[config.mk]
export PLATFORM = sky130hd
export DESIGN_NAME = oam_dma_ctrl
export DESIGN_NICKNAME = d
export VERILOG_FILES = /design/src/rtl/oam_dma_ctrl.sv
export SDC_FILE = /design/constraint.sdc
export NUM_CORES = 1
export LEC_CHECK = 0
export CORE_AREA = 2 2 63 77
export DETAILED_ROUTE_END_ITERATION = 6
export DIE_AREA = 0 0 65 79
export PLACE_DENSITY = 0.79
export SLEW_MARGIN = 10
export SYNTH_ARGS = -nofsm -noshare
export SYNTH_HDL_FRONTEND = slang
export SYNTH_SLANG_ARGS = --single-unit
[constraint.sdc]
create_clock -name clk -period 2.1 [get_ports clk]
set_input_delay 0.42 -clock clk [delete_from_list [all_inputs] [get_ports clk]]
set_output_delay 0.42 -clock clk [all_outputs]
set_load 0.05 [all_outputs]
[src/rtl/oam_dma_ctrl.sv]
// Sprite-DMA engine: a CPU write of page P to DMA_REG_ADDR stalls the CPU and
// copies CPU memory P00h-PFFh into PPU OAM, one read/write pair per byte.
module oam_dma_ctrl #(
    parameter logic [15:0] DMA_REG_ADDR = 16'h4014,
    parameter int          NUM_BYTES    = 256
) (
    input  logic        clk,
    input  logic        reset,
    input  logic        cpu_wr,
    input  logic [15:0] cpu_addr,
    input  logic [7:0]  cpu_data_in,
    input  logic [7:0]  oam_start_addr,
    input  logic [7:0]  mem_data_in,
    output logic        cpu_stall,
    output logic        dma_mem_rd,
    output logic [15:0] dma_mem_addr,
    output logic        oam_dma,
    output logic [7:0]  oam_addr,
    output logic [7:0]  oam_data_in,
    output logic        dma_done,
    output logic [2:0]  dbg_state
);

    localparam logic [2:0] S_IDLE  = 3'd0;
    localparam logic [2:0] S_HALT  = 3'd1;
    localparam logic [2:0] S_ALIGN = 3'd2;
    localparam logic [2:0] S_READ  = 3'd3;
    localparam logic [2:0] S_WRITE = 3'd4;

    localparam logic [7:0] LAST_IDX = 8'(NUM_BYTES - 1);

    logic [2:0] state_q, state_d;
    logic [7:0] idx_q, idx_d;
    logic [7:0] page_q, page_d;
    logic [7:0] base_q, base_d;
    logic       parity_q;

    logic trigger;
    logic in_read;
    logic in_write;

    assign trigger  = cpu_wr && (cpu_addr == DMA_REG_ADDR);
    assign in_read  = (state_q == S_READ);
    assign in_write = (state_q == S_WRITE);

    always_comb begin
        state_d = state_q;
        idx_d   = idx_q;
        page_d  = page_q;
        base_d  = base_q;
        case (state_q)
            S_IDLE: begin
                // Triggers are only honoured here; a transfer cannot be restarted.
                if (trigger) begin
                    page_d  = cpu_data_in;
                    base_d  = oam_start_addr;
                    idx_d   = 8'h00;
                    state_d = S_HALT;
                end
            end
            S_HALT:  state_d = parity_q ? S_ALIGN : S_READ;
            S_ALIGN: state_d = S_READ;
            S_READ:  state_d = S_WRITE;
            S_WRITE: begin
                if (idx_q == LAST_IDX) begin
                    state_d = S_IDLE;
                end else begin
                    idx_d   = idx_q + 8'h01;
                    state_d = S_READ;
                end
            end
            default: state_d = S_IDLE;
        endcase
    end

    always_ff @(posedge clk or posedge reset) begin
        if (reset) begin
            state_q  <= S_IDLE;
            idx_q    <= 8'h00;
            page_q   <= 8'h00;
            base_q   <= 8'h00;
            parity_q <= 1'b0;
        end else begin
            state_q  <= state_d;
            idx_q    <= idx_d;
            page_q   <= page_d;
            base_q   <= base_d;
            parity_q <= ~parity_q;
        end
    end

    assign cpu_stall    = (state_q != S_IDLE);
    assign dma_mem_rd   = in_read;
    assign dma_mem_addr = in_read ? {page_q, idx_q} : 16'h0000;
    assign oam_dma      = in_write;
    // OAM address wraps within 8 bits when base is non-zero.
    assign oam_addr     = in_write ? (base_q + idx_q) : 8'h00;
    assign oam_data_in  = in_write ? mem_data_in : 8'h00;
    assign dma_done     = in_write && (idx_q == LAST_IDX);
    assign dbg_state    = state_q;

endmodule
==> impl_metrics.tcl <==
set metrics [dict create \
    status "finished, violations left" \
    ys.flop_type "dfrtp_1" \
    fin_crit_ns 2.47 \
    hold_buffers 0 \
    max_cap_violations 0 \
    p_per_area_nw_per_um2 1020 \
    netSwitchingFraction_pct 44.5 \
    finalSetupViolations 17 \
    cts_buffer_depth 2 \
    p_seq_share_pct 19.6 \
    overflow 0 \
    synth-edff-count 0 \
    power_mw 3.64 \
    intPower_mw 2.02 \
    tritoncts "yes" \
    dp_hpwl_um 4170 \
    min_period_over_period_pct 117 \
    avgSynthCellArea_sq_um 9.50 \
    finalWorstSetupSlack_ns -0.366 \
    cts_max_level 1 \
    clkPwrFrac_pct 12.0 \
    worst_pin_slew_ns 0.503 \
    die_area_sq_um 5140 \
    grt_pass1_vias 2017 \
    wl_met3_um 415 \
    synth_warnings 0 \
    critical_path_peak_fanout 3 \
    die_w_um 65 \
    syn_inst 188 \
    top_layer_used "met4" \
    drcViolationCount 0 \
    gp_congestion 0.861 \
    cp.required_ns 1.68 \
    routed_wl_um 5890 \
    fin_cells 365 \
    max_slew_margin_pct 66.4 \
    clock_skew_ns 0.00341 \
    cp-start-kind "flop" \
    rsz0062_at_grt "true" \
    n_fill_cell 247 \
    drtIter0Drc 69 \
    grt_max_degree 29 \
    ys_seq_elements 28 \
    violations "negative setup slack" \
    grt_antenna_before_repair 0 \
    wl_met1_um 1920 \
    wl_per_cell_um 16.1 \
    portBuffers 81 \
    switchingPower_mw 1.62 \
    ios 82 \
    track_usage_pct 23.1 \
    drtPass1Iterations 5 \
    cts-buffers-inserted 3 \
    worstSetupPathType "reg -> out" \
    initial_core_util_pct 40.3 \
    synth.net_count 240 \
    hold_violations 0 \
    ant_nets 0 \
    root_buffer "clkbuf_8" \
    p_leak_nw 1.55 \
    clk_pin_slew_worst_paths_ns 0.09 \
    end_kind "primary output" \
    fmax_ghz 0.405 \
    drive_gt1_share_pct 45.0 \
    hold_class "reg -> reg" \
    p_comb_share_pct 68.4 \
    placed_cells_incl_taps 347 \
    async_flop_share_pct 100 \
    drv_slew 0 \
    ir_worst_vdd_mv 0.892 \
    grt_first_pass_wirelength_um 9140 \
    nNetsFinal 360 \
    syn_area_sq_um 1790 \
    crit_arrival_ns 2.05 \
    yosysUniqueCellTypes 38 \
    antennaDiodeCount 0 \
    clock-sinks 28 \
    die_y_um 79 \
    vias 1993 \
    rows 27 \
    synth-seq-area-share_pct 39.2 \
    synthToLayoutAreaGrowth_pct 100 \
    dr_wl_met2_um 3290 \
    clkLatencyLatePin_ns 0.29 \
    r2r_slack_ns 0.03 \
    routed_via_density 5.46 \
    core-area_sq_um 4430 \
]
-- power groups by stage --
stage                     clock network (mW)  registers, mW  logic [mW]
final                                  0.436          0.715        2.49
after floorplan                            0          0.865        1.13
after global routing                   0.468          0.725        2.63
after detailed placement                   0          0.743        2.26
after global placement                     0          0.739        2.21
after CTS                              0.435          0.708        2.45
-- Yosys cell counts (4+ instances only) --
cell      count  area, sq um
xnor2_1       4         35.0
dfrtp_1      28          701
nor3_1        4         20.0
nand3_1      10         50.1
inv_1         8         30.0
and2_1       26          163
nor2_1        7         26.3
mux2_2       17          191
nand2_1      18         67.6
o21ai_0      11         55.1
a21oi_1       6         30.0
o211ai_1      7         52.6
ha_1          8          100
-- path summary, 6_finish.rpt --
path | start | endpoint | cells past startpoint
max | idx_q[0] | oam_addr[6] | 6
min | parity_q | parity_q | 1
max reg2reg | dbg_state[0] | idx_q[5] | 11
min reg2reg | parity_q | parity_q | 1
max in group asynchronous | reset | dbg_state[0] | 3
min in group asynchronous | reset | page_q[2] | 3
-- state kept, by name, indices dropped and copies added (netlist names) --
register,count
idx_q,8
page_q,8
dbg_state,3
base_q,8
parity_q,1
-- what timing repair did --
action                     in CTS  in global routing
setup endpoints to repair      18                 18
gates resized for setup        21                 13
cloned                          1                  0
setup buffers                  11                  8
pin swaps                      13                 12
-- area by class of cell --
| class | count | area (sq um) | area share, % |
|---|---|---|---|
| timing repair buffer | 121 | 1500 | 42.0 |
| multi-input combinational | 146 | 1180 | 33.1 |
| sequential | 28 | 706 | 19.7 |
| tap | 58 | 72.6 | 2.03 |
| inverter | 8 | 42.5 | 1.19 |
| clock buffer | 3 | 41.3 | 1.15 |
| clock inverter | 1 | 30.0 | 0.839 |
-- cells by family after synthesis --
group	count (synthesis)	synth area share, %
simple gates	84	26.2
compound gates	32	11.2
flops	28	39.2
mux	17	10.7
buf+inv	14	3.92
fa+ha+maj	9	6.73
xor+xnor	4	1.96
-- worst max-delay path, cell delays in order (launching register included) --
cell	delay, ns
dfrtp_1	0.40
ha_2	0.21
fa_2	0.37
a21oi_4	0.19
o21ai_2	0.10
o211ai_1	0.27
clkbuf_16	0.23
-- per-layer routing --
layer  GRT usage [%]  vias to the layer above
li1                -                      906
met1            24.0                      956
met2            42.5                      105
met3            4.67                       26
met4            13.2                        0
met5               0                        -
-- stage by stage --
stage / setup slack, ns / util (%) / cell area (sq um) / hold slack [ns] / TNS (ns)
3_3_place_gp: -0.0426 / 74.3 / 3290 / 0.407 / -0.691
5_1_grt: -0.406 / 80.9 / 3580 / 0.453 / -3.77
3_5_place_dp: -0.0845 / 74.3 / 3290 / 0.417 / -1.34
2_1_floorplan: -0.384 / - / 1920 / 0.396 / -0.886
4_1_cts: -0.338 / 80.0 / 3540 / 0.431 / -2.00
6_report: -0.366 / 80.9 / 3580 / 0.429 / -2.55
-- cell usage in the layout (no fill, tap or decap), types with 2 or more instances in the layout --
cell	count
a21oi_2	2
a21oi_4	3
and2_1	16
and2_4	10
buf_12	34
buf_4	34
buf_6	4
buf_8	3
clkbuf_8	3
clkdlybuf4s50_1	45
dfrtp_1	24
dfrtp_2	4
ha_1	2
ha_2	3
ha_4	3
inv_1	7
mux2_2	17
nand2_1	18
nand3_1	9
nand4_1	2
nand4b_1	2
nor2_1	5
nor2_2	3
nor2b_1	2
nor3_1	3
nor4b_1	2
o211ai_1	7
o21ai_0	7
o21ai_1	4
or3_1	2
xnor2_1	3
(Power assumes the default switching activity.)
